**src/rtl/pio_edge_irq_multi.sv**
```systemverilog
// ---------------------------------------------------------------------------
// pio_edge_irq_multi
//   Avalon-MM parallel I/O block: generic input port with per-bit 2-FF
//   synchroniser, optional debounce and selectable edge capture, plus a
//   generic output port with atomic SET/CLR writes and a maskable level irq.
//
//   Build option: define PIO_DEBOUNCE_EN to build the per-bit debouncers.
//   Without it DATA_IN is the synchroniser output directly.
//
// Ports
//   clk_clk        single clock for all logic
//   reset_reset_n  asynchronous active-low reset
//   avs_address    word address (0..7)
//   avs_read       read strobe; avs_readdata valid the following cycle
//   avs_write      write strobe; takes effect on the same clock edge
//   avs_writedata  write data
//   avs_readdata   registered read data, held while avs_read is low
//   pio_in         asynchronous external inputs
//   pio_out        registered outputs
//   irq            level interrupt, |(edge_capture & irq_mask)
//
// Register map
//   0 DATA_IN  RO   1 DATA_OUT RW   2 SET WO   3 CLR WO
//   4 IRQ_MASK RW   5 EDGE_CAP RW1C 6 EDGE_CFG RW [1:0]   7 reserved
// ---------------------------------------------------------------------------

`ifdef PIO_DEBOUNCE_EN
// Single-bit debouncer. Exposes both the registered debounced value and its
// next-state value so the parent can detect edges on the same clock edge the
// debounced value changes.
module pio_edge_irq_multi_deb #(
    parameter int   CYCLES  = 16,
    parameter logic RST_VAL = 1'b0
) (
    input  logic clk_i,
    input  logic rst_ni,
    input  logic sync_i,
    output logic deb_d_o,
    output logic deb_q_o
);
    localparam int CW = $clog2(CYCLES + 1);

    logic [CW-1:0] cnt_q, cnt_d;
    logic          deb_q, deb_d;

    // Counter runs only while the synchronised input disagrees with the
    // debounced value; the CYCLES-th disagreeing cycle accepts the change.
    always_comb begin
        cnt_d = '0;
        deb_d = deb_q;
        if (sync_i != deb_q) begin
            if (cnt_q == CW'(CYCLES - 1)) begin
                deb_d = sync_i;
            end else begin
                cnt_d = cnt_q + 1'b1;
            end
        end
    end

    always_ff @(posedge clk_i or negedge rst_ni) begin
        if (!rst_ni) begin
            cnt_q <= '0;
            deb_q <= RST_VAL;
        end else begin
            cnt_q <= cnt_d;
            deb_q <= deb_d;
        end
    end

    assign deb_d_o = deb_d;
    assign deb_q_o = deb_q;
endmodule
`endif

module pio_edge_irq_multi #(
    parameter int                   IN_WIDTH        = 10,
    parameter int                   OUT_WIDTH       = 10,
    parameter logic [OUT_WIDTH-1:0] OUT_RESET       = '0,
    parameter logic [IN_WIDTH-1:0]  IN_RESET        = '0,
    parameter int                   DEBOUNCE_CYCLES = 16
) (
    input  logic                 clk_clk,
    input  logic                 reset_reset_n,
    input  logic [2:0]           avs_address,
    input  logic                 avs_read,
    input  logic                 avs_write,
    input  logic [31:0]          avs_writedata,
    output logic [31:0]          avs_readdata,
    input  logic [IN_WIDTH-1:0]  pio_in,
    output logic [OUT_WIDTH-1:0] pio_out,
    output logic                 irq
);
    localparam logic [2:0] A_DIN  = 3'd0;
    localparam logic [2:0] A_DOUT = 3'd1;
    localparam logic [2:0] A_SET  = 3'd2;
    localparam logic [2:0] A_CLR  = 3'd3;
    localparam logic [2:0] A_MASK = 3'd4;
    localparam logic [2:0] A_CAP  = 3'd5;
    localparam logic [2:0] A_CFG  = 3'd6;

    logic [IN_WIDTH-1:0]  sync1_q, sync2_q;
    logic [IN_WIDTH-1:0]  din_d, din_q;
    logic [IN_WIDTH-1:0]  mask_q, mask_d;
    logic [IN_WIDTH-1:0]  cap_q, cap_d;
    logic [IN_WIDTH-1:0]  rise, fall, sel;
    logic [OUT_WIDTH-1:0] out_q, out_d;
    logic [1:0]           cfg_q, cfg_d;
    logic [31:0]          rd_q, rd_d;

    // Upper write-data bits are legitimately ignored for narrow ports.
    logic unused_wd;
    assign unused_wd = ^avs_writedata;

    // ---------------- input synchroniser ----------------
    always_ff @(posedge clk_clk or negedge reset_reset_n) begin
        if (!reset_reset_n) begin
            sync1_q <= IN_RESET;
            sync2_q <= IN_RESET;
        end else begin
            sync1_q <= pio_in;
            sync2_q <= sync1_q;
        end
    end

    // din_q is DATA_IN; din_d is its next-state value. Edges are taken as
    // din_d vs din_q, i.e. new DATA_IN against its one-cycle-delayed copy,
    // so a capture bit sets on the same clock edge that DATA_IN changes.
`ifdef PIO_DEBOUNCE_EN
    for (genvar i = 0; i < IN_WIDTH; i++) begin : g_deb
        pio_edge_irq_multi_deb #(
            .CYCLES  (DEBOUNCE_CYCLES),
            .RST_VAL (IN_RESET[i])
        ) u_deb (
            .clk_i   (clk_clk),
            .rst_ni  (reset_reset_n),
            .sync_i  (sync2_q[i]),
            .deb_d_o (din_d[i]),
            .deb_q_o (din_q[i])
        );
    end
`else
    localparam int unused_deb_cycles = DEBOUNCE_CYCLES;
    assign din_d = sync1_q;
    assign din_q = sync2_q;
`endif

    // ---------------- edge detect / capture ----------------
    assign rise = din_d & ~din_q;
    assign fall = ~din_d & din_q;

    always_comb begin
        case (cfg_q)
            2'b00:   sel = rise;
            2'b01:   sel = fall;
            2'b10:   sel = rise | fall;
            default: sel = '0;
        endcase
    end

    // ---------------- register writes ----------------
    always_comb begin
        out_d  = out_q;
        mask_d = mask_q;
        cfg_d  = cfg_q;
        cap_d  = cap_q;
        if (avs_write) begin
            case (avs_address)
                A_DOUT: out_d  = avs_writedata[OUT_WIDTH-1:0];
                A_SET:  out_d  = out_q | avs_writedata[OUT_WIDTH-1:0];
                A_CLR:  out_d  = out_q & ~avs_writedata[OUT_WIDTH-1:0];
                A_MASK: mask_d = avs_writedata[IN_WIDTH-1:0];
                A_CAP:  cap_d  = cap_q & ~avs_writedata[IN_WIDTH-1:0];
                A_CFG:  cfg_d  = avs_writedata[1:0];
                default: ;
            endcase
        end
        // New edges applied after the W1C so a coincident set wins.
        cap_d = cap_d | sel;
    end

    // ---------------- read mux ----------------
    always_comb begin
        rd_d = '0;
        case (avs_address)
            A_DIN:  rd_d[IN_WIDTH-1:0]  = din_q;
            A_DOUT: rd_d[OUT_WIDTH-1:0] = out_q;
            A_MASK: rd_d[IN_WIDTH-1:0]  = mask_q;
            A_CAP:  rd_d[IN_WIDTH-1:0]  = cap_q;
            A_CFG:  rd_d[1:0]           = cfg_q;
            default: rd_d = '0;
        endcase
    end

    always_ff @(posedge clk_clk or negedge reset_reset_n) begin
        if (!reset_reset_n) begin
            out_q  <= OUT_RESET;
            mask_q <= '0;
            cfg_q  <= 2'b00;
            cap_q  <= '0;
            rd_q   <= '0;
        end else begin
            out_q  <= out_d;
            mask_q <= mask_d;
            cfg_q  <= cfg_d;
            cap_q  <= cap_d;
            if (avs_read) rd_q <= rd_d;
        end
    end

    assign avs_readdata = rd_q;
    assign pio_out      = out_q;
    assign irq          = |(cap_q & mask_q);
endmodule

```
**config.mk**
```make
export PLATFORM = sky130hd
export DESIGN_NAME = pio_edge_irq_multi
export DESIGN_NICKNAME = d
export VERILOG_FILES = /design/src/rtl/pio_edge_irq_multi.sv
export SDC_FILE = /design/constraint.sdc
export NUM_CORES = 1
export LEC_CHECK = 0
export ABC_CLOCK_PERIOD_IN_PS = 1600
export CORE_MARGIN = 2
export CORE_UTILIZATION = 56
export DETAILED_ROUTE_END_ITERATION = 7
export DONT_BUFFER_PORTS = 1
export GPL_TIMING_DRIVEN = 0
export MAX_ROUTING_LAYER = met4
export PLACE_DENSITY = 0.72
export SETUP_SLACK_MARGIN = 0.3
export SKIP_LAST_GASP = 1
export SYNTH_ARGS = -nofsm -noshare
export SYNTH_HDL_FRONTEND = slang
export SYNTH_HIERARCHICAL = 1
export SYNTH_SLANG_ARGS = --single-unit
```
**constraint.sdc**
```tcl
create_clock -name clk_clk -period 1.6 [get_ports clk_clk]
set_input_delay 0.32 -clock clk_clk [delete_from_list [all_inputs] [get_ports clk_clk]]
set_output_delay 0.32 -clock clk_clk [all_outputs]
set_load 0.005 [all_outputs]
```
==> results of run 1 <==
## per-stage QoR
step                        util  hold slack (ns)
after floorplan                -          0.02441
after global placement    0.6020          0.02568
after detailed placement  0.6020          0.02556
after CTS                 0.6523          -0.3434
after global routing      0.6599          -0.3493
final                     0.6599          -0.3324
## critical path: cells and delay by family, from the launching register on
family / cells / cell delay (ns)
flops: 1 / 0.38
compound gates: 2 / 0.48
simple gates: 1 / 0.19
## cell usage in the layout, fill, tap and decap left out, types with 11 or more instances in the layout
cell type  Yosys  final
o21ai_0       11     11
clkbuf_8       0     11
inv_1         37     36
mux2_2        12     12
buf_4         24     32
nor2_1        11     11
ha_1          20     20
a22oi_1       13     13
dfrtp_1       62     62
mux2i_1       11     11
conb_1         1     22
nand2_1       13     13
## worst min-delay path by stage
stage,to,cells past startpoint,slack (ns),start
detailed placement,din_q[1],0,0.03,reset_reset_n
CTS,din_q[5],0,-0.34,reset_reset_n
floorplan,avs_readdata[0],0,0.02,reset_reset_n
finish,din_q[5],0,-0.33,reset_reset_n
global route,din_d[3],0,-0.35,reset_reset_n
global placement,din_q[1],0,0.03,reset_reset_n
## where the power goes
group	total, W	switching [W]	internal [W]
registers	0.00197	0.000199	0.00178
clock network	0.00121	0.000572	0.000638
logic	0.000768	0.000351	0.000417
total	0.00395	0.00112	0.00283
## final cells by class
class / instances / area (µm²)
fill: 479 / 1978
clock inverter: 1 / 5.005
tap: 75 / 93.84
sequential: 62 / 1551
inverter: 37 / 138.9
buffer: 35 / 256.5
timing repair buffer: 17 / 152.6
clock buffer: 14 / 162.7
multi-input combinational: 172 / 1476
## state kept, by name, summed over array words and instances (netlist names)
signal and flops:
avs_readdata 10, din_d 10, cfg_q 2, cap_q 10
mask_q 10, pio_out 10, din_q 10
## cell families (layout without fill, tap and decap cells)
logic type | Yosys count | count (layout) | synth area share
buffers and inverters | 72 | 104 | 0.1169
flip-flops | 62 | 62 | 0.4662
AO/OA/AOI/OAI | 58 | 58 | 0.1267
AND/OR/NAND/NOR | 40 | 40 | 0.07031
multiplexers | 32 | 32 | 0.1436
adder cells (fa/ha/maj) | 20 | 20 | 0.07519
other | 1 | 22 | 0.001127
## layer usage
layer / global-route usage / vias to the layer above / part of all wire
met4: 0.08983 / 0 / 0.015
li1: - / 1071 / -
met1: 0.3232 / 1105 / 0.45
met5: - / - / 0
met3: 0.05889 / 10 / 0.069
met2: 0.3587 / 80 / 0.46
## synthesized netlist by cell type (2+ instances only)
| cell type | n | area, µm² |
|---|---|---|
| a211oi_1 | 10 | 75.07 |
| a21oi_1 | 2 | 10.01 |
| a221o_1 | 10 | 100.1 |
| a22oi_1 | 13 | 97.59 |
| and3b_1 | 2 | 17.52 |
| buf_2 | 4 | 20.02 |
| buf_4 | 24 | 180.2 |
| clkbuf_1 | 4 | 15.01 |
| dfrtp_1 | 62 | 1551 |
| ha_1 | 20 | 250.2 |
| inv_1 | 37 | 138.9 |
| mux2_2 | 12 | 135.1 |
| mux2i_1 | 11 | 110.1 |
| mux4_1 | 8 | 210.2 |
| nand2_1 | 13 | 48.80 |
| nand2b_1 | 2 | 12.51 |
| nand3_1 | 2 | 10.01 |
| nor2_1 | 11 | 41.29 |
| o21ai_0 | 11 | 55.05 |
| o22ai_1 | 8 | 50.05 |
## repair_timing
| action | CTS | global route |
|---|---|---|
| buffers inserted | 2 | 5 |
| resized for setup | 4 | 8 |
| hold endpoints to repair | 72 | 62 |
| pin swaps | 2 | 3 |
| setup endpoints to repair | 12 | 12 |
==> summary.md, run 1 <==
| Metric | Value |
|---|---|
| Outcome | `finished with violations` |
| Violated checks | `negative hold slack, negative setup slack` |
| Vias post-DR | `2266` |
| Crit Path Class | `reg2out` |
| Gpl congestion | `roughly 0.78` |
| CP Launch Point | `mask_q[6]` |
| Critical Path Max Stage Delay | `0.38 ns` |
| Fin worst setup slack | `-0.1128 ns` |
| TritonCTS clock tree | `yes` |
| Grt total ovfl | `0` |
| # diodes | `0` |
| Main synth FF type | `dfrtp_1` |
| Horiz. Die Dim | `81.09 µm` |
| FP Rows | `28` |
| Fin cells | `413` |
| Worst r2r dst | `avs_readdata[6]` |
| Post-route cell area | `3837 µm²` |
| WL final | `7.140 mm` |
| Post-synth EDFFs | `0` |
| Final setup fails | `1` |
| Final antenna-violating net count | `0` |
| Slowest-stage cell, CP | `dfrtp_1` |
| Critical Path AT | `1.39 ns` |
| Initial Utilization | `0.5723` |
| Die ar. | `roughly 6600 µm²` |
| Yosys reg bits | `62` |
| VDD IR max | `roughly 0.62 mV` |
| Total Routing Usage GR | `0.2411` |
| Area delta synth->final | `15.30%` |
| First-pass GRT wire length | `10.96 mm` |
| Yosys warns | `6` |
| Mapped Area | `3328 µm²` |
| Final Cycle Share | `1.071` |
| DR vias/cell | `5.487` |
| Hold buffers post-CTS | `10` |
| Hold Slack | `-0.3324 ns` |
| Worst Hold Class | `in2async` |
| Post-place instance area | `~3500 µm²` |
| Drt initial violations | `154` |
| Critical-path cell list | `a22o_1 > a221oi_2 > nand4_1` |
| Worst-Margin Slew | `between 0.5 and 0.6 ns` |
| Fmax | `583.8 MHz` |
| Setup_tns | `-0.1128 ns` |
| Total design power | `0.003952 W` |
| Post-synthesis cell type count | `39` |
| Post-layout min period | `1.713 ns` |
| Final hold vios | `62` |
| Maxcap violations | `0` |
| Crit Path Max Fanout | `2` |
| Die Ht | `roughly 80 µm` |
| Core ar. | `5816 µm²` |
| Rel. slew slack | `0.6035` |
| Largest net degree at the start of global routing | `63` |
| Worst skew pair latency | `roughly 0.34 ns` |
| Clk buf depth | `2` |
| HPWL after DPL | `between 4 and 5 mm` |
| H-tree depth | `3` |
| Worst Reg-to-Reg Cells | `5` |
| Slew Limit Fails | `0` |
| R2R Path Start | `mask_q[6]` |
| Cts bufs inserted | `9` |
| RSZ-0062 raised after global routing | `true` |
| CP Data Required Time | `about 1.3 ns` |
| Power Density | `1030 nW/µm²` |
| Setup crit end kind | `output port` |
| R2R Setup Slk | `between 0.2 and 0.3 ns` |
| Residual DRC | `0` |
| Clock sinks | `62` |
| Layout Skew | `0.006559 ns` |
| Seq/Total Area, Yosys | `0.4662` |
| Wire per inst | `17.29 µm` |
| Final nets | `403` |
| Vias in the first global route | `2087` |
| Antenna violations before repair | `0` |
| Port Buf Inserts | `0` |
| DP Cell Count | `381` |
| Share of cells above drive strength 1 | `0.2278` |
| Clock Root Buffer | `clkbuf_8` |
| Worst-path clk slew | `0.07 ns` |
| Syn Inst Count | `about 290` |
| Io pins | `92` |
| CP startpoint kind | `flop` |
| Post-synth ARST share | `1.000` |
| Lkg Pwr | `roughly 1.9 nW` |
| Post-placement setup slack | `roughly 0.0031 ns` |
| CP endpoint | `irq` |
| Avg Inst Size Synth | `11.68 µm²` |
| DRT Pass-1 Iters | `4` |
Power figures use the tool's default switching activity.
==> run 2, diff against run 1 <==
ABC_CLOCK_PERIOD_IN_PS = default   (was 1600)
GPL_ROUTABILITY_DRIVEN = 0   (was default)
==> results of run 2 <==
No change in the layout: final DEF, timing and power equal those of run 1.
==> run 3, diff against run 2 <==
PLACE_DENSITY = 0.75   (was 0.72)
clock period = 1.5 ns   (was 1.6 ns; I/O delays follow)
==> run 3 against run 2 <==
The run still ends with negative hold slack, negative setup slack left; largest power group unchanged; first-iteration DRC count grew 31%; critical path type unchanged; highest routed layer unchanged; sequential power grew 8%; setup slack lost 0.018 ns; final area grew 2.3%.
==> summary.md, run 3 (synthesized netlist as in run 1, its figures left out) <==
| Metric | Value |
|---|---|
| CP top delay family | `compound AO/OA/AOI/OAI gates` |
| Total Routing Usage GR | `0.2430` |
| Lkg Pwr | `approximately 1.9 nW` |
| Critical-path cell list | `a22o_1 > a221oi_2 > nand4_1` |
| Slew Limit Fails | `0` |
| CP startpoint kind | `flop` |
| Critical Path AT | `1.33 ns` |
| Die Ht | `81.09 µm` |
| Post-placement setup slack | `-0.01227 ns` |
| CP Data Required Time | `about 1.2 ns` |
| Hold buffers post-CTS | `10` |
| Worst-Margin Slew | `0.6130 ns` |
| H-tree depth | `3` |
| Setup crit end kind | `output port` |
| Worst Hold Class | `in2async` |
| Crit Path Max Fanout | `2` |
| Fin worst setup slack | `-0.1312 ns` |
| Rel. slew slack | `0.5900` |
| WL final | `7.246 mm` |
| Final nets | `402` |
| Io pins | `92` |
| Cts bufs inserted | `9` |
| Initial Utilization | `0.5723` |
| Hold Slack | `-0.3478 ns` |
| First-pass GRT wire length | `11.14 mm` |
| TritonCTS clock tree | `yes` |
| FP Rows | `28` |
| Die ar. | `6576 µm²` |
| Vias in the first global route | `around 2200` |
| Power Density | `approximately 1100 nW/µm²` |
| # diodes | `0` |
| Crit Path Class | `reg2out` |
| Clk buf depth | `2` |
| Post-layout min period | `1.631 ns` |
| Final Cycle Share | `1.087` |
| Vias post-DR | `2273` |
| Final hold vios | `between 60 and 70` |
| Outcome | `finished with violations` |
| Horiz. Die Dim | `81.09 µm` |
| Core ar. | `between 5000 and 6000 µm²` |
| Worst-path clk slew | `0.07 ns` |
| Antenna violations before repair | `0` |
| Drt initial violations | `202` |
| DRT Pass-1 Iters | `4` |
| Wire per inst | `roughly 18 µm` |
| DR vias/cell | `around 5.5` |
| Residual DRC | `0` |
| Clock Root Buffer | `clkbuf_8` |
| Largest net degree at the start of global routing | `63` |
| VDD IR max | `0.6632 mV` |
| Grt total ovfl | `0` |
| Fill cell count | `452` |
| Final setup fails | `1` |
| Share of cells above drive strength 1 | `0.3047` |
| Area delta synth->final | `17.93%` |
| Port Buf Inserts | `0` |
| CP bufs+invs | `0` |
| Layout Skew | `0.009213 ns` |
| Maxcap violations | `0` |
| Commonest non-fill, non-tap cells in the layout | `57 x dfrtp_1, 32 x inv_1, 29 x buf_4` |
| Critical Path Max Stage Delay | `0.38 ns` |
| Violated checks | `negative hold slack, negative setup slack` |
| Worst skew pair latency | `0.34 ns` |
| Slowest-stage cell, CP | `dfrtp_1` |
| Commonest non-fill, non-tap cell in the layout | `dfrtp_1` |
| RSZ-0062 raised after global routing | `true` |
| Final antenna-violating net count | `0` |
| HPWL after DPL | `4.804 mm` |
| Total design power | `0.004365 W` |
| Fmax | `613.0 MHz` |
| Clock sinks | `62` |
==> run 3: cell types whose count changed in the layout (fill, tap and decap cells not counted), moves of 4 or more <==
cell / delta
a211oi_1: -5
a211oi_2: +5
dfrtp_1: -5
dfrtp_2: +5
inv_1: -4
inv_2: +4
mux4_1: -4
mux4_2: +4
==> run 3: worst reg2reg max path: stages, from the launching register on <==
cell,delay [ns]
dfrtp_1,0.38
buf_4,0.14
mux4_2,0.48
inv_2,0.07
o22ai_1,0.05
==> run 3: final cells by class <==
class | count | area (µm²) | area share
multi-input cells | 172 | 1511 | 0.3851
repair buffers | 16 | 145.1 | 0.03698
clock inverters | 3 | 17.52 | 0.004463
clock buffers | 13 | 168.9 | 0.04303
flip-flops and latches | 62 | 1558 | 0.3969
plain buffers | 35 | 291.5 | 0.07427
inverters | 37 | 138.9 | 0.03538
well taps | 75 | 93.84 | 0.02391
==> run 3: final timing paths <==
check | from | to | slack, ns | cells after the start
worst max-delay path | cap_q[6] | irq | -0.13 | 3
max in group asynchronous | reset_reset_n | avs_readdata[1] | 1.73 | 0
worst max register to register | cap_q[6] | avs_readdata[6] | 0.25 | 4
worst min register to register | din_d[5] | din_q[5] | 0.41 | 0
worst min-delay path | reset_reset_n | mask_q[5] | -0.35 | 0
min in group clk_clk | avs_writedata[5] | mask_q[5] | 0.11 | 1
==> run 3: repair_timing <==
item | in CTS | in global routing
pin swaps | 3 | 12
hold endpoints to repair | 72 | 62
buffers inserted | 3 | 3
setup endpoints to repair | 18 | 29
resized for setup | 13 | 24
==> run 3: report_power, final <==
group | total, W | internal (W) | switching, W | leakage [nW]
logic | 0.000879 | 0.000479 | 0.000400 | 1.09
clock network | 0.00137 | 0.000730 | 0.000637 | 0.0954
registers | 0.00212 | 0.00190 | 0.000220 | 0.697
==> run 3: per-layer routing <==
metal  vias to the layer above  wire, µm  GRT usage
met2                       105      3366     0.3545
li1                       1060         -          -
met1                      1095      3108     0.3131
met3                        13       640    0.07556
met4                         0       129     0.1085
met5                         -         0          -
==> run 3: per-stage QoR <==
step                hold slack, ns  instances  area (µm²)    util  setup TNS [ns]
detailed placement        0.005159        381        3543  0.6093        -0.01227
finish                     -0.3478        413        3925  0.6749         -0.1312
CTS                        -0.3627        410        3852  0.6624         -0.2275
floorplan                 0.004409        306        3450       -               0
global placement          0.005360        381        3543  0.6093               0
global route               -0.3743        413        3925  0.6749         -0.2095
